==> src/rtl/snn_csr_pkg.sv <==
// Shared constants, state encoding and accumulator limits for the CSR
// row accumulator and the neuron update stage.
package snn_csr_pkg;

  localparam int unsigned ADDR_W = 14;
  localparam int unsigned W_W    = 8;
  localparam int unsigned IDX_W  = 10;
  localparam int unsigned ACC_W  = 16;
  localparam int unsigned N_IN   = 2 ** IDX_W;

  localparam logic signed [ACC_W-1:0] ACC_MAX = {1'b0, {(ACC_W - 1) {1'b1}}};
  localparam logic signed [ACC_W-1:0] ACC_MIN = {1'b1, {(ACC_W - 1) {1'b0}}};

  typedef enum logic [1:0] {
    StIdle,
    StFetch,
    StDrain,
    StDone
  } state_e;

endpackage

==> src/rtl/csr_row_accumulator_if.sv <==
// Request, weight-memory and result signals of the CSR row accumulator.
// The slave modport is the accumulator; the master is its environment.
interface csr_row_accumulator_if;
  import snn_csr_pkg::*;

  logic                    start_valid;
  logic                    start_ready;
  logic [ADDR_W-1:0]       row_start;
  logic [ADDR_W:0]         row_end;
  logic signed [ACC_W-1:0] threshold;
  logic [N_IN-1:0]         in_spikes;

  logic [ADDR_W-1:0]       mem_addr;
  logic signed [W_W-1:0]   mem_weight;
  logic [IDX_W-1:0]        mem_index;

  logic                    out_valid;
  logic                    out_ready;
  logic signed [ACC_W-1:0] out_sum;
  logic                    out_spike;
  logic                    busy;

  modport master (
    output start_valid,
    output row_start,
    output row_end,
    output threshold,
    output in_spikes,
    output mem_weight,
    output mem_index,
    output out_ready,
    input  start_ready,
    input  mem_addr,
    input  out_valid,
    input  out_sum,
    input  out_spike,
    input  busy
  );

  modport slave (
    input  start_valid,
    input  row_start,
    input  row_end,
    input  threshold,
    input  in_spikes,
    input  mem_weight,
    input  mem_index,
    input  out_ready,
    output start_ready,
    output mem_addr,
    output out_valid,
    output out_sum,
    output out_spike,
    output busy
  );

endinterface

==> src/rtl/sat_add.sv <==
// Combinational signed saturating add of an ACC_W accumulator and a W_W term.
module sat_add
  import snn_csr_pkg::*;
(
  input  logic signed [ACC_W-1:0] a_i,
  input  logic signed [W_W-1:0]   b_i,
  output logic signed [ACC_W-1:0] sum_o
);

  logic [ACC_W:0] wide;

  always_comb begin
    wide = {a_i[ACC_W-1], a_i} + {{(ACC_W + 1 - W_W) {b_i[W_W-1]}}, b_i};
    // Overflow iff the two top bits of the widened sum disagree.
    if (wide[ACC_W] != wide[ACC_W-1]) begin
      sum_o = wide[ACC_W] ? ACC_MIN : ACC_MAX;
    end else begin
      sum_o = wide[ACC_W-1:0];
    end
  end

endmodule

==> src/rtl/csr_row_accumulator.sv <==
// Walks one neuron's CSR weight range, sums the weights of spiking inputs with
// saturation and returns the sum plus a threshold-crossing flag.
module csr_row_accumulator
  import snn_csr_pkg::*;
(
  input  logic           clk,
  input  logic           rst_n,
  csr_row_accumulator_if.slave bus_io
);

  state_e                  state_q, state_d;
  logic [ADDR_W:0]         cur_q, cur_d;
  logic [ADDR_W:0]         end_q, end_d;
  logic signed [ACC_W-1:0] thr_q, thr_d;
  logic signed [ACC_W-1:0] acc_q, acc_d;
  logic [ADDR_W-1:0]       addr_q, addr_d;
  logic                    issue_q;

  logic                    row_empty;
  logic                    last_issue;
  logic                    hit;
  logic signed [ACC_W-1:0] acc_sum;

  assign row_empty  = bus_io.row_end <= {1'b0, bus_io.row_start};
  assign last_issue = cur_q == (end_q - (ADDR_W + 1)'(1));
  assign hit        = bus_io.in_spikes[bus_io.mem_index];

  sat_add u_sat_add (
    .a_i   (acc_q),
    .b_i   (bus_io.mem_weight),
    .sum_o (acc_sum)
  );

  always_comb begin
    state_d = state_q;
    cur_d   = cur_q;
    end_d   = end_q;
    thr_d   = thr_q;
    acc_d   = acc_q;
    addr_d  = addr_q;

    // Returned word pairs with the address issued in the previous cycle.
    if (issue_q && hit) begin
      acc_d = acc_sum;
    end

    unique case (state_q)
      StIdle: begin
        if (bus_io.start_valid) begin
          cur_d   = {1'b0, bus_io.row_start};
          end_d   = bus_io.row_end;
          thr_d   = bus_io.threshold;
          acc_d   = '0;
          state_d = row_empty ? StDone : StFetch;
        end
      end
      StFetch: begin
        addr_d = cur_q[ADDR_W-1:0];
        cur_d  = cur_q + (ADDR_W + 1)'(1);
        if (last_issue) begin
          state_d = StDrain;
        end
      end
      StDrain: begin
        state_d = StDone;
      end
      StDone: begin
        if (bus_io.out_ready) begin
          state_d = StIdle;
        end
      end
      default: begin
        state_d = StIdle;
      end
    endcase
  end

  always_ff @(posedge clk or negedge rst_n) begin
    if (!rst_n) begin
      state_q <= StIdle;
      cur_q   <= '0;
      end_q   <= '0;
      thr_q   <= '0;
      acc_q   <= '0;
      addr_q  <= '0;
      issue_q <= 1'b0;
    end else begin
      state_q <= state_d;
      cur_q   <= cur_d;
      end_q   <= end_d;
      thr_q   <= thr_d;
      acc_q   <= acc_d;
      addr_q  <= addr_d;
      issue_q <= (state_q == StFetch);
    end
  end

  // Outside FETCH the address holds its last issued value.
  assign bus_io.mem_addr    = (state_q == StFetch) ? cur_q[ADDR_W-1:0] : addr_q;
  assign bus_io.start_ready = (state_q == StIdle);
  assign bus_io.busy        = (state_q != StIdle);
  assign bus_io.out_valid   = (state_q == StDone);
  assign bus_io.out_sum     = acc_q;
  assign bus_io.out_spike   = (state_q == StDone) && (acc_q >= thr_q);

endmodule

==> src/flat_wrapper.sv <==
// flat-port wrapper written by rule: the top's interface ports become plain ports
module csr_row_accumulator_flat import snn_csr_pkg::*;
  (clk, rst_n, bus_io_start_valid, bus_io_row_start, bus_io_row_end, bus_io_threshold, bus_io_in_spikes, bus_io_mem_weight, bus_io_mem_index, bus_io_out_ready, bus_io_start_ready, bus_io_mem_addr, bus_io_out_valid, bus_io_out_sum, bus_io_out_spike, bus_io_busy);
  csr_row_accumulator_if bus_io_i ();
  input  logic clk;
  input  logic rst_n;
  input wire logic [$bits(bus_io_i.start_valid)-1:0] bus_io_start_valid;
  input wire logic [$bits(bus_io_i.row_start)-1:0] bus_io_row_start;
  input wire logic [$bits(bus_io_i.row_end)-1:0] bus_io_row_end;
  input wire logic [$bits(bus_io_i.threshold)-1:0] bus_io_threshold;
  input wire logic [$bits(bus_io_i.in_spikes)-1:0] bus_io_in_spikes;
  input wire logic [$bits(bus_io_i.mem_weight)-1:0] bus_io_mem_weight;
  input wire logic [$bits(bus_io_i.mem_index)-1:0] bus_io_mem_index;
  input wire logic [$bits(bus_io_i.out_ready)-1:0] bus_io_out_ready;
  output wire logic [$bits(bus_io_i.start_ready)-1:0] bus_io_start_ready;
  output wire logic [$bits(bus_io_i.mem_addr)-1:0] bus_io_mem_addr;
  output wire logic [$bits(bus_io_i.out_valid)-1:0] bus_io_out_valid;
  output wire logic [$bits(bus_io_i.out_sum)-1:0] bus_io_out_sum;
  output wire logic [$bits(bus_io_i.out_spike)-1:0] bus_io_out_spike;
  output wire logic [$bits(bus_io_i.busy)-1:0] bus_io_busy;
  assign bus_io_i.start_valid = bus_io_start_valid;
  assign bus_io_i.row_start = bus_io_row_start;
  assign bus_io_i.row_end = bus_io_row_end;
  assign bus_io_i.threshold = bus_io_threshold;
  assign bus_io_i.in_spikes = bus_io_in_spikes;
  assign bus_io_i.mem_weight = bus_io_mem_weight;
  assign bus_io_i.mem_index = bus_io_mem_index;
  assign bus_io_i.out_ready = bus_io_out_ready;
  assign bus_io_start_ready = bus_io_i.start_ready;
  assign bus_io_mem_addr = bus_io_i.mem_addr;
  assign bus_io_out_valid = bus_io_i.out_valid;
  assign bus_io_out_sum = bus_io_i.out_sum;
  assign bus_io_out_spike = bus_io_i.out_spike;
  assign bus_io_busy = bus_io_i.busy;
  csr_row_accumulator u_core (.clk(clk), .rst_n(rst_n), .bus_io(bus_io_i));
endmodule
==> config.mk <==
export PLATFORM = sky130hd
export DESIGN_NAME = csr_row_accumulator_flat
export DESIGN_NICKNAME = d
export VERILOG_FILES = /design/src/rtl/snn_csr_pkg.sv /design/src/rtl/csr_row_accumulator_if.sv /design/src/rtl/sat_add.sv /design/src/rtl/csr_row_accumulator.sv /design/src/flat_wrapper.sv
export SDC_FILE = /design/constraint.sdc
export NUM_CORES = 1
export LEC_CHECK = 0
export BUFFER_PORTS_ARGS = -buffer_cell sky130_fd_sc_hd__buf_4
export CAP_MARGIN = 20
export CORE_AREA = 2 2 444 446
export DETAILED_ROUTE_END_ITERATION = 8
export DIE_AREA = 0 0 446 448
export PLACE_DENSITY = 0.32
export SLEW_MARGIN = 15
export SYNTH_ARGS = -nofsm -noshare
export SYNTH_HDL_FRONTEND = slang
export SYNTH_SLANG_ARGS = --single-unit
==> constraint.sdc <==
create_clock -name clk -period 4.5 [get_ports clk]
set_input_delay 0.675 -clock clk [delete_from_list [all_inputs] [get_ports clk]]
set_output_delay 0.675 -clock clk [all_outputs]
set_load 0.005 [all_outputs]
* After elaboration in Yosys (flattened, before gate mapping)
Index checks and enable logic that the tools add are counted. W data, S select, Z words.
Word-level totals: register bits 79, output and inout bits 34, word-level logic and storage cells 44
Cells by class: add/sub/neg operators 3, magnitude comparators 3, equality and inequality tests 8, multiplexer cells 15, reduce and logical (&&, ||, !) cells 8
Operators by type and width (count):
- $mux W16 | 5
- $pmux W15 S2 | 1
- $add A16 B8 Y17 | 1
- $ge A16 B16 Y1 | 1
- $add A15 B1 Y15 const B | 1
- $eq A15 B15 Y1 | 1
- $le A15 B14 Y1 | 1
- $mux W15 | 1
- $sub A15 B1 Y15 const B | 1
- $mux W14 | 1
- $lt A10 B11 Y1 const B | 1
- $bmux W1 S10 | 1
- $mux W2 | 4
- $pmux W2 S4 | 1
- $eq A2 B2 Y1 const B | 2
- $ne A2 B2 Y1 const B | 2
- $reduce_and A2 Y1 | 2
- $reduce_bool A2 Y1 | 2
- $reduce_and A3 Y1 | 1
- $eq A2 B1 Y1 const B | 1
- $logic_and A1 B1 Y1 | 2
- $logic_not A2 Y1 | 1
- $ne A2 B1 Y1 const B | 1
- $mux W1 | 1
- $ne A1 B1 Y1 | 1

* Logic depth before layout (Yosys ltp)
Gate-level depths: netlist of the first run.
depth in word-level cells 6, gate-level depth with buffers 15, gate-level depth less buffers 10

* Modules after synthesis
Synthesis of the first run repeated with hierarchy kept, for this count alone.
Unflattened totals: cell total of the unflattened synthesis 1349, area total of the unflattened synthesis 14676.6 µm²
By module, submodules not included:
- csr_row_accumulator | instances 1, cells an instance 1199, area an instance 13536.7 µm², sequential area each 1976.9 µm²
- sat_add | instances 1, cells an instance 150, area an instance 1139.8 µm², sequential area each 0.0 µm²

* Worst setup path before layout of the first run
No wires, ideal clock.
path type input port to flip-flop, start input port bus_io_mem_index[0], end register u_core.acc_q[11] (netlist: u_core.bus_io.out_sum[11]), library setup time 79 ps, arrival time 3128 ps, required time 4421 ps, slack 1293 ps, stages 14, path buffers 7, path through buf_6 > buf_6 > buf_6 > buf_6 > buf_6 > buf_4 > mux2i_1 > o22ai_1 > a2111oi_0 > a211o_1 > nand3_2 > a22oi_4 > buf_6 > mux2i_1
On the way: longest elaborated chain between the ends 6
RTL lines:
- start: declaration | line flat_wrapper.sv:13 | input wire logic [$bits(bus_io_i.mem_index)-1:0] bus_io_mem_index;
- $bmux W1 S10 (*) | line csr_row_accumulator.sv:26 | assign hit = bus_io.in_spikes[bus_io.mem_index];
- $mux W1 (implied by the code) (*) | line csr_row_accumulator.sv:26
- $logic_and A1 B1 Y1 (*) | line csr_row_accumulator.sv:43 | if (issue_q && hit) begin
- $mux W16 (*) | line csr_row_accumulator.sv:43
- $mux W16 | line csr_row_accumulator.sv:49 | if (bus_io.start_valid) begin
- $mux W16 (*) | line csr_row_accumulator.sv:47 | unique case (state_q)
- via u_core.acc_d[11] | line csr_row_accumulator.sv:15 | logic signed [ACC_W-1:0] acc_q, acc_d;
- end signal: assignment | line csr_row_accumulator.sv:84 | acc_q <= '0;
- end signal: assignment | line csr_row_accumulator.sv:92 | acc_q <= acc_d;
- end: declaration | line csr_row_accumulator.sv:15
The timed path passes the listed nets; every way through them passes the cells marked *. The select of a mux whose other input is x is not followed. A chain may end at the register's enable or synchronous reset.

* Final worst setup path of the first run
start input port bus_io_mem_index[2], end register u_core.acc_q[9] (netlist: u_core.bus_io.out_sum[9])
The elaborated chain is that of the path after synthesis.

==> flow_summary_export.csv, run 1 <==
group,metric,value,unit
run_status,run_status,"completed",
timing,fin_crit_sh,93.32,%
placement,place_area,26700,um2
power,switching_power,3343,uW
power,switching_share,46.07,%
setup_path,cpMaxStageDelayCell,"sky130_fd_sc_hd__o311ai_0",
route,wl_per_cell,26.56,um
global_route,globalRoute.totalOverflow,0,
yosys,synth-seq-cells,79,
setup_path,worst_path_dominant_cell_family,"compound AO/OA/AOI/OAI gates",
route,topRoutingLayerUsed,"met5",
route,drc_errors_left,0,
timing,fmax,238.1,MHz
yosys,synth.distinct_cells,81,
yosys,syn-num-nets,2644,
layout,layout.cells.non_filler,5177,
setup_path,cp_data_arrival_time,4420,ps
yosys,ys.flop_type,"sky130_fd_sc_hd__dfrtp_1",
setup_path,worstPathCellList,"buf_8, buf_12, buf_12, mux2i_1, a22oi_1, nand4_1, o311ai_0, o22ai_1, nor3_4, a22oi_4, buf_12, mux2i_1",
floorplanning,die_x,446,um
setup_path,timing.setup.critical_path_class,"in -> reg",
timing,hold_slack,380.5,ps
setup_path,worst-endpoint-required,4720,ps
placement,place_hpwl,123.6,mm
timing,finalMaxSlewViolations,0,
clock_tree,cts-buffers-inserted,9,
route,met2WireLength,71.86,mm
floorplanning,dieHeight,448,um
timing,timing_hold_violations_final,0,
placement,place.port_buffers,1124,
yosys,synth_enable_flop_cells,0,
route,wl_met3,7.544,mm
global_route,first_global_vias,19130,
clock_tree,cts_sinks,79,
timing,grt_setup_unrepaired,"false",
power,power.ir.vdd_worst,0.1936,mV
power,power-per-cell-area,268.4,nW/um2
yosys,synthesis.yosys.warnings,0,
timing,worst_clk_skew,12.34,ps
route,via_count,18038,
floorplanning,die_area,199800,um2
floorplanning,core_area,194600,um2
yosys,synth_area,14820,um2
global_route,grt_start_max_net_pins,54,
clock_tree,post_cts.repair.setup_buffers,0,
setup_path,cp-end-kind,"flop",
run,max_capacitance_violation_count,0,
timing,fin_setup_tns,0,ps
clock_tree,cts_resized,0,
route,totalWireLength,137.5,mm
route,postRouteAntennaNets,0,
setup_path,timing.critical_path.fanout_max,40,
layout,drive_above_1_share,55.82,%
route,dr.first_iter.drc_count,933,
clock_tree,cts_buffer_depth,2,
global_route,grt_antenna_before_repair,35,
setup_path,timing.critical_path.from_type,"input pin",
global_route,global_route.usage.total,13.04,%
power,leakage,0.01187,uW
route,wirelength_met1,55.73,mm
power,sequentialPowerShare,21.2,%
setup_path,critical_path.most_common_cell,"sky130_fd_sc_hd__buf_12",
route,route.detailed.vias_per_inst,3.484,
yosys,share_of_synthesized_area_occupied_by_flip_flops_and_latches,13.34,%
timing,worst_slew_margin_rel,21.69,%
clock_tree,cts_hold_repair.buffers,0,
timing,period_minus_ws_final,4199,ps
setup_path,cp_slowest_stage_delay,860,ps
setup_path,crit_buf_inv,4,
timing,worst_pin_slew,1171,ps
clock_tree,cts.htree.levels,3,
clock_tree,clock-root-buffer,"sky130_fd_sc_hd__clkbuf_16",
clock_tree,worst_setup_hold_path_clk_slew,60,ps
power,pwr-share-comb,67.9,%
clock_tree,tritoncts_clock_tree,"built",
floorplanning,top_level_ports,1125,
global_route,first_pass_grt_wire_length,176.5,mm
yosys,syn_avg_cell_area,9.877,um2
placement,gp_congestion,0.9192,
floorplanning,starting_utilization_of_the_core_area,7.614,%
power,cell_internal_pwr,3913,uW
layout,layout_stage_area_growth_over_the_synthesis_result,82.48,%
worst_hold_path,min-delay-path-class,"in -> async",
clock_tree,worstSkewPairLatency,360,ps
yosys,netlist_instances,1500,
route,drt_pass1_iterations,5,
layout,filler_cell_count,22321,
layout,fin_area,27030,um2
yosys,ys_async_sr_fraction,100.0,%
layout,finish.net_count,3761,
placement,post-place-cells,5148,
timing,finalSetupViolCount,0,
power,pwr-share-clk,10.9,%
floorplanning,fp-row-count,162,
cell usage after synthesis, types with 41 or more instances:
cell                       count  area [um2]
sky130_fd_sc_hd__nor2_1       46       172.7
sky130_fd_sc_hd__nand2_1     125       469.2
sky130_fd_sc_hd__ha_1         52       650.6
sky130_fd_sc_hd__mux4_2      164        3694
sky130_fd_sc_hd__mux2i_1     215        2152
sky130_fd_sc_hd__clkbuf_1     41       153.9
sky130_fd_sc_hd__o21ai_0      68       340.3
sky130_fd_sc_hd__dfrtp_1      79        1977
sky130_fd_sc_hd__a21oi_1      68       340.3
sky130_fd_sc_hd__a22oi_1      83       623.1
sky130_fd_sc_hd__inv_1        52       195.2
sky130_fd_sc_hd__nand3_1      41       205.2
layout make-up:
class                      count  area (um2)  share of cell area (%)
clock buffer                  11       242.7                  0.8979
clock inverter                 4       55.05                  0.2036
antenna                       14       35.03                  0.1296
tap                         2542        3181                   11.76
sequential                    79        1977                   7.312
timing repair buffer        1239        9520                   35.22
multi-input combinational   1234       11820                   43.73
inverter                      54       202.7                  0.7498
logic make-up after synthesis:
| group | after synthesis | share of synthesized area, % |
|---|---|---|
| flip-flops | 79 | 13.34 |
| multiplexers | 404 | 42.07 |
| AND/OR/NAND/NOR | 358 | 12.69 |
| AO/OA/AOI/OAI | 391 | 18.17 |
| buffers and inverters | 187 | 7.542 |
| adder cells (fa/ha/maj) | 53 | 4.527 |
| XOR/XNOR | 28 | 1.655 |
worst paths after layout:
check | start | cells after the start | slack, ps | end
setup / recovery | bus_io_mem_index[2] | 12 | 300 | u_core.bus_io.out_sum[9]
hold / removal | rst_n | 1 | 380 | u_core.addr_q[12]
setup reg to reg | u_core.bus_io.out_sum[0] | 10 | 740 | u_core.bus_io.out_sum[9]
hold reg to reg | u_core.addr_q[8] | 1 | 500 | u_core.addr_q[8]
max in group asynchronous | rst_n | 2 | 3170 | u_core.bus_io.out_sum[9]
min in group clk | u_core.addr_q[8] | 1 | 500 | u_core.addr_q[8]
registers in the layout, indices dropped and copies added, names as in the netlist:
| name | count |
|---|---|
| u_core.cur_q | 15 |
| u_core.issue_q | 1 |
| u_core.thr_q | 16 |
| u_core.end_q | 15 |
| u_core.state_q | 2 |
| u_core.bus_io.out_sum | 16 |
| u_core.addr_q | 14 |
layer usage:
layer | global-route usage (%) | vias to the layer above
li1 | - | 8306
met1 | 15.62 | 8916
met2 | 24.20 | 731
met3 | 2.447 | 69
met4 | 2.217 | 16
met5 | 0 | -
cells in the final DEF, fill, tap and decap left out, types with 5 or more instances in the layout:
cell type	count
sky130_fd_sc_hd__o21ai_0	68
sky130_fd_sc_hd__a22oi_1	83
sky130_fd_sc_hd__a31oi_1	12
sky130_fd_sc_hd__nor2b_1	19
sky130_fd_sc_hd__a221oi_1	16
sky130_fd_sc_hd__o21a_1	9
sky130_fd_sc_hd__or3_1	8
sky130_fd_sc_hd__xor2_1	9
sky130_fd_sc_hd__buf_4	1220
sky130_fd_sc_hd__mux2_2	18
sky130_fd_sc_hd__diode_2	14
sky130_fd_sc_hd__buf_12	16
sky130_fd_sc_hd__nand4_1	21
sky130_fd_sc_hd__nor4_1	14
sky130_fd_sc_hd__a211oi_1	18
sky130_fd_sc_hd__mux4_1	7
sky130_fd_sc_hd__clkbuf_16	9
sky130_fd_sc_hd__a22o_1	11
sky130_fd_sc_hd__a21oi_1	68
sky130_fd_sc_hd__o22ai_1	19
sky130_fd_sc_hd__and3_1	14
sky130_fd_sc_hd__o211ai_1	14
sky130_fd_sc_hd__ha_1	52
sky130_fd_sc_hd__nor2_1	44
sky130_fd_sc_hd__inv_1	52
sky130_fd_sc_hd__o311ai_0	5
sky130_fd_sc_hd__nand3_1	41
sky130_fd_sc_hd__nor3_1	17
sky130_fd_sc_hd__mux4_2	164
sky130_fd_sc_hd__xnor2_1	19
sky130_fd_sc_hd__a21o_1	15
sky130_fd_sc_hd__dfrtp_1	79
sky130_fd_sc_hd__mux2i_1	215
sky130_fd_sc_hd__o221ai_1	7
sky130_fd_sc_hd__nand2_1	125
sky130_fd_sc_hd__and2_1	8
per-stage QoR:
stage / power [uW] / utilization, % / setup WS [ps]
floorplan: 4086 / - / 1293
CTS: 7437 / 13.88 / 103.2
global placement: 6621 / 13.72 / -266.7
finish: 7256 / 13.89 / 300.8
global route: 7898 / 13.88 / 36.55
detailed placement: 6611 / 13.72 / -259.9
power by group through the flow:
| stage | registers, uW | clock network [uW] | logic [uW] |
|---|---|---|---|
| after floorplan | 1260 | 0 | 2830 |
| after global placement | 1570 | 0 | 5050 |
| after detailed placement | 1580 | 0 | 5030 |
| after CTS | 1560 | 819 | 5060 |
| after global routing | 1610 | 839 | 5450 |
| final | 1540 | 789 | 4930 |
Power figures use the tool's default switching activity.
==> inputs of run 2 (changes only) <==
ABC_AREA = 1   (was default)
PLACE_DENSITY = default   (was 0.32)
==> flow_summary_export.csv, run 2 <==
group,metric,value,unit
yosys,synth_enable_flop_cells,0,
yosys,synth_top_family_by_area,"simple AND/OR/NAND/NOR gates",
clock_tree,post_cts.repair.setup_buffers,0,
timing,hold_slack,345.8,ps
clock_tree,cts.htree.levels,3,
yosys,synth.area.mux_share,0,%
run_status,run_status,"completed",
floorplanning,die_area,199800,um2
floorplanning,fp-row-count,162,
layout,layout_stage_area_growth_over_the_synthesis_result,75.65,%
setup_path,crit_buf_inv,4,
global_route,grt_start_max_net_pins,88,
setup_path,worstPathCellList,"buf_8, clkinv_16, buf_12, nand2_1, nand3_1, nand3_1, nand3_1, nand3_1, nand3_1, nand2_1, nand2_1, nand3_1, nand3_1, nand3_2, nand2_4, buf_4, nand3_1, nand2_1, nor2_1",
placement,gp_congestion,0.9737,
clock_tree,cts_resized,0,
yosys,share_of_synthesized_area_occupied_by_flip_flops_and_latches,12.54,%
timing,finalMaxSlewViolations,0,
clock_tree,worst_setup_hold_path_clk_slew,80,ps
timing,period_minus_ws_final,3683,ps
timing,worst_pin_slew,1091,ps
power,leakage,0.01349,uW
power,power.ir.vdd_worst,0.2210,mV
power,power-per-cell-area,253.2,nW/um2
setup_path,timing.setup.critical_path_class,"in -> reg",
clock_tree,worstSkewPairLatency,370,ps
setup_path,timing.critical_path.fanout_max,87,
layout,fin_area,27680,um2
setup_path,worst_path_dominant_cell_family,"simple AND/OR/NAND/NOR gates",
route,drt_pass1_iterations,6,
timing,fmax,271.5,MHz
floorplanning,core_area,194600,um2
yosys,syn_avg_cell_area,5.271,um2
setup_path,timing.critical_path.from_type,"input pin",
setup_path,cp_data_arrival_time,3990,ps
timing,worst_clk_skew,16.76,ps
placement,place_hpwl,122.9,mm
layout,layout_common_cells,"sky130_fd_sc_hd__buf_4 (1230), sky130_fd_sc_hd__nand2_1 (1185), sky130_fd_sc_hd__nand3_1 (1031), sky130_fd_sc_hd__inv_1 (95), sky130_fd_sc_hd__dfrtp_1 (79)",
setup_path,cpMaxStageDelayCell,"sky130_fd_sc_hd__nand3_1",
timing,fin_crit_sh,81.84,%
yosys,synth-xor-area-share,2.501,%
global_route,first_pass_grt_wire_length,190.3,mm
global_route,globalRoute.totalOverflow,0,
global_route,first_global_vias,23338,
yosys,synth.top_cells.by_area,"sky130_fd_sc_hd__nand3_1 (33%), sky130_fd_sc_hd__nand2_1 (28%), sky130_fd_sc_hd__dfrtp_1 (13%)",
floorplanning,top_level_ports,1125,
clock_tree,cts-buffers-inserted,9,
yosys,netlist.top_cell.by_area,"sky130_fd_sc_hd__nand3_1",
route,wl_per_cell,22.08,um
yosys,synth_area,15760,um2
route,via_count,25087,
floorplanning,dieHeight,448,um
global_route,grt_antenna_before_repair,32,
timing,finalSetupViolCount,0,
yosys,synth_most_common_cell,"sky130_fd_sc_hd__nand2_1",
run,max_capacitance_violation_count,0,
placement,place_area,27290,um2
layout,layout_commonest_cell,"sky130_fd_sc_hd__buf_4",
yosys,ys.flop_type,"sky130_fd_sc_hd__dfrtp_1",
layout,filler_cell_count,23016,
route,route.detailed.vias_per_inst,3.810,
timing,fin_setup_tns,0,ps
yosys,yosys.area_share.adder,4.256,%
setup_path,critical_path.most_common_cell,"sky130_fd_sc_hd__nand3_1",
setup_path,cp_slowest_stage_delay,400,ps
yosys,yosys-top-cells-count,"sky130_fd_sc_hd__nand2_1 (1185), sky130_fd_sc_hd__nand3_1 (1031), sky130_fd_sc_hd__buf_2 (138)",
route,totalWireLength,145.4,mm
route,postRouteAntennaNets,0,
yosys,synth.distinct_cells,36,
clock_tree,cts_hold_repair.buffers,0,
layout,finish.utilization,14.23,%
timing,worst_slew_margin_rel,26.72,%
clock_tree,tritoncts_clock_tree,"built",
yosys,synth-seq-cells,79,
yosys,syn-num-nets,4134,
yosys,synthesis.yosys.warnings,0,
yosys,synth_top_area_share,32.74,%
clock_tree,clock-root-buffer,"sky130_fd_sc_hd__clkbuf_16",
yosys,synthSimpleGateAreaFrac,63.54,%
floorplanning,die_x,446,um
route,dr.first_iter.drc_count,2895,
setup_path,worst-endpoint-required,4800,ps
layout,finish.net_count,5159,
clock_tree,cts_buffer_depth,2,
yosys,synth_compound_gate_area_share,5.645,%
placement,place.port_buffers,1124,
yosys,netlist_instances,2990,
timing,grt_setup_unrepaired,"false",
floorplanning,starting_utilization_of_the_core_area,8.099,%
clock_tree,cts_sinks,79,
setup_path,cp-end-kind,"flop",
yosys,ys_async_sr_fraction,100.0,%
timing,timing_hold_violations_final,0,
worst_hold_path,min-delay-path-class,"in -> async",
global_route,global_route.usage.total,13.63,%
route,drc_errors_left,0,
layout,drive_above_1_share,31.99,%
[run 2: cell types whose count changed after synthesis, sizes merged, moves of 85 or more]
cell / change
nand3: +991
buf: +114
mux2i: -215
nand2: +1064
a22oi: -85
mux4: -171
[run 2: path summary, 6_finish.rpt]
path | start | to | slack, ps | cells after the start
worst max-delay path | bus_io_mem_index[0] | u_core.bus_io.out_sum[5] | 820 | 19
worst min-delay path | rst_n | u_core.cur_q[14] | 350 | 1
worst max register to register | u_core.end_q[2] | u_core.state_q[0] | 1430 | 13
worst min register to register | u_core.thr_q[0] | u_core.thr_q[0] | 490 | 2
max in group asynchronous | rst_n | u_core.thr_q[12] | 3210 | 2
min in group clk | u_core.thr_q[0] | u_core.thr_q[0] | 490 | 2
[run 2: metrics by stage]
| stage | setup slack, ps | cells | power, uW |
|---|---|---|---|
| detailed placement | 440.5 | 6546 | 6160 |
| finish | 817.3 | 6585 | 7008 |
| global placement | 337.3 | 6546 | 6179 |
| global route | 612.4 | 6571 | 7671 |
| floorplan | 1848 | 2990 | 3889 |
| CTS | 822.5 | 6562 | 7089 |
[run 2: area by class of cell]
| cell class | count | area (um2) | share of cell area, % |
|---|---|---|---|
| Antenna cell | 23 | 57.56 | 0.2079 |
| Sequential cell | 79 | 1977 | 7.142 |
| Clock inverter | 7 | 111.4 | 0.4023 |
| Tap cell | 2542 | 3181 | 11.49 |
| Clock buffer | 9 | 225.2 | 0.8136 |
| Timing Repair Buffer | 1256 | 9736 | 35.17 |
| Inverter | 102 | 425.4 | 1.537 |
| Multi-Input combinational cell | 2567 | 11970 | 43.24 |
[run 2: report_power, final]
part / switching (uW) / total [uW] / internal, uW
logic: 2730 / 4760 / 2030
registers: 323 / 1370 / 1040
clock network: 385 / 884 / 499
[run 2: layer usage]
metal | wire (um) | GRT usage [%]
met1 | 63790 | 18.37
met2 | 68570 | 22.38
met3 | 11220 | 3.043
met4 | 1724 | 2.249
met5 | 64 | 0
[run 2: kinds of logic (layout without fill, tap and decap cells)]
group,Yosys count,after routing
buffers and inverters,344,1374
DFF,79,79
xor gates and xnor gates,45,45
other,0,23
adders and majority gates,53,53
AOI/OAI and AO/OA,167,167
and+or+nand+nor,2302,2302
==> inputs of run 3 (changes only) <==
CORE_AREA = 2 2 437 439   (was 2 2 444 446)
DIE_AREA = 0 0 439 441   (was 0 0 446 448)
clock period = 3.3 ns   (was 4.5 ns; I/O delays follow)
==> flow_summary_export.csv, run 3 (same netlist as run 2, synthesis figures left out) <==
group,metric,value,unit
setup_path,cp_data_arrival_time,3320,ps
layout,layout_stage_area_growth_over_the_synthesis_result,85.73,%
clock_tree,cts_hold_repair.buffers,0,
clock_tree,cts.htree.levels,3,
setup_path,timing.setup.critical_path_class,"in -> reg",
global_route,global_route.usage.total,14.12,%
setup_path,worst_path_dominant_cell_family,"simple AND/OR/NAND/NOR gates",
route,drt_pass1_iterations,6,
layout,fin_area,29270,um2
global_route,first_global_vias,24917,
timing,finalMaxSlewViolations,0,
clock_tree,cts_sinks,79,
placement,place.port_buffers,1124,
route,dr.first_iter.drc_count,2634,
setup_path,timing.critical_path.from_type,"input pin",
timing,finalSetupViolCount,0,
timing,period_minus_ws_final,3084,ps
route,postRouteAntennaNets,0,
power,power.ir.vdd_worst,0.3021,mV
floorplanning,die_x,439,um
global_route,grt_start_max_net_pins,80,
setup_path,cp-end-kind,"flop",
power,power-per-cell-area,332.1,nW/um2
setup_path,critical_path.most_common_cell,"sky130_fd_sc_hd__nand3_1",
setup_path,worstPathCellList,"buf_12, buf_16, buf_4, buf_12, nand2_1, nand3_1, nand3_1, nand3_1, nand3_1, nand3_1, buf_4, nand2_1, nand2_1, nand3_1, nand3_1, nand3_2, nand2_4, buf_4, nand3_1, nand2_1, nor2_1",
power,leakage,0.01434,uW
setup_path,worst-endpoint-required,3540,ps
layout,filler_cell_count,22056,
floorplanning,dieHeight,441,um
clock_tree,clock-root-buffer,"sky130_fd_sc_hd__clkbuf_16",
route,route.detailed.vias_per_inst,3.934,
placement,place_area,28680,um2
timing,fin_setup_tns,0,ps
floorplanning,fp-row-count,160,
clock_tree,worst_setup_hold_path_clk_slew,70,ps
global_route,grt_antenna_before_repair,52,
timing,fmax,324.3,MHz
clock_tree,worstSkewPairLatency,350,ps
clock_tree,cts_buffer_depth,2,
setup_path,rrSetupSlack,350,ps
route,drc_errors_left,0,
timing,worst_pin_slew,756.4,ps
floorplanning,top_level_ports,1125,
power,totalPowerFinal,9720,uW
floorplanning,starting_utilization_of_the_core_area,8.330,%
clock_tree,cts-buffers-inserted,9,
setup_path,timing.critical_path.fanout_max,22,
clock_tree,tritoncts_clock_tree,"built",
setup_path,cpMaxStageDelayCell,"sky130_fd_sc_hd__buf_4",
timing,worst_clk_skew,7.252,ps
setup_path,cp_slowest_stage_delay,250,ps
global_route,first_pass_grt_wire_length,193.6,mm
timing,worst_slew_margin_rel,49.57,%
route,via_count,26243,
run_status,run_status,"completed",
layout,layout_commonest_cell,"sky130_fd_sc_hd__buf_4",
layout,drive_above_1_share,34.33,%
timing,fin_crit_sh,93.44,%
placement,place_hpwl,126.3,mm
route,totalWireLength,150.0,mm
layout,layout_common_cells,"sky130_fd_sc_hd__buf_4 (1298), sky130_fd_sc_hd__nand2_1 (1184), sky130_fd_sc_hd__nand3_1 (1020), sky130_fd_sc_hd__inv_1 (95), sky130_fd_sc_hd__dfrtp_1 (79)",
run,max_capacitance_violation_count,0,
worst_hold_path,min-delay-path-class,"in -> async",
floorplanning,core_area,189200,um2
route,wl_per_cell,22.48,um
floorplanning,die_area,193600,um2
layout,finish.net_count,5284,
placement,gp_congestion,0.9511,
setup_path,crit_buf_inv,6,
timing,timing_hold_violations_final,0,
global_route,globalRoute.totalOverflow,0,
-- run 3: cell count changes in the layout (fill, tap and decap cells not counted), moves of 6 or more --
cell                      before   now
sky130_fd_sc_hd__buf_4      1230  1298
sky130_fd_sc_hd__nand3_2       2    11
sky130_fd_sc_hd__diode_2      23    15
sky130_fd_sc_hd__buf_12       23    67
sky130_fd_sc_hd__nand3_1    1031  1020
sky130_fd_sc_hd__buf_6         1     7
-- run 3: through the flow --
step / utilization (%) / std cells / hold WS [ps] / setup WS (ps)
6_report: 15.47 / 6671 / 205.1 / 216.4
5_1_grt: 15.46 / 6665 / 271.0 / -26.84
4_1_cts: 15.32 / 6649 / 332.8 / 53.40
3_5_place_dp: 15.16 / 6633 / 482.8 / -485.3
3_3_place_gp: 15.16 / 6633 / 475.6 / -502.5
2_1_floorplan: - / 2990 / 199.4 / 827.7
-- run 3: path summary, 6_finish.rpt --
kind | cells after the start | from | endpoint
setup / recovery | 21 | bus_io_mem_index[0] | u_core.bus_io.out_sum[1]
min in group clk | 3 | bus_io_threshold[0] | u_core.thr_q[0]
hold / removal | 1 | rst_n | u_core.cur_q[14]
setup reg to reg | 16 | u_core.bus_io.out_sum[0] | u_core.bus_io.out_sum[14]
hold reg to reg | 2 | u_core.thr_q[0] | u_core.thr_q[0]
max in group asynchronous | 1 | rst_n | u_core.end_q[1]
-- run 3: report_power, final --
group	total, uW	leakage [uW]	switching, uW	internal [uW]
Combinational	6870	0.0132	3850	3020
Sequential	1880	0.000987	452	1420
Clock	970	0.000122	452	518
Total	9720	0.0143	4760	4960
-- run 3: area by class of cell --
cell class | count | area, um2 | share of cell area [%]
Multi-Input combinational cell | 2567 | 12050 | 41.15
Timing Repair Buffer | 1379 | 11340 | 38.73
Tap cell | 2511 | 3142 | 10.73
Sequential cell | 79 | 1977 | 6.754
Inverter | 102 | 425.4 | 1.453
Clock buffer | 9 | 225.2 | 0.7695
Clock inverter | 7 | 57.56 | 0.1966
Antenna cell | 15 | 37.54 | 0.1282
Timing Repair inverter | 2 | 22.52 | 0.07695
-- run 3: what timing repair did --
action / in CTS / in global routing
gates cloned: 0 / 5
gates resized for setup: 5 / 22
pin swaps: 0 / 1
setup buffers: 0 / 2
endpoints found under the setup margin: 16 / 16
-- run 3: layer usage --
metal	wire length, um	track usage (%)
met1	62160	18.26
met2	72990	24.06
met3	11640	2.716
met4	3036	3.237
met5	136	0
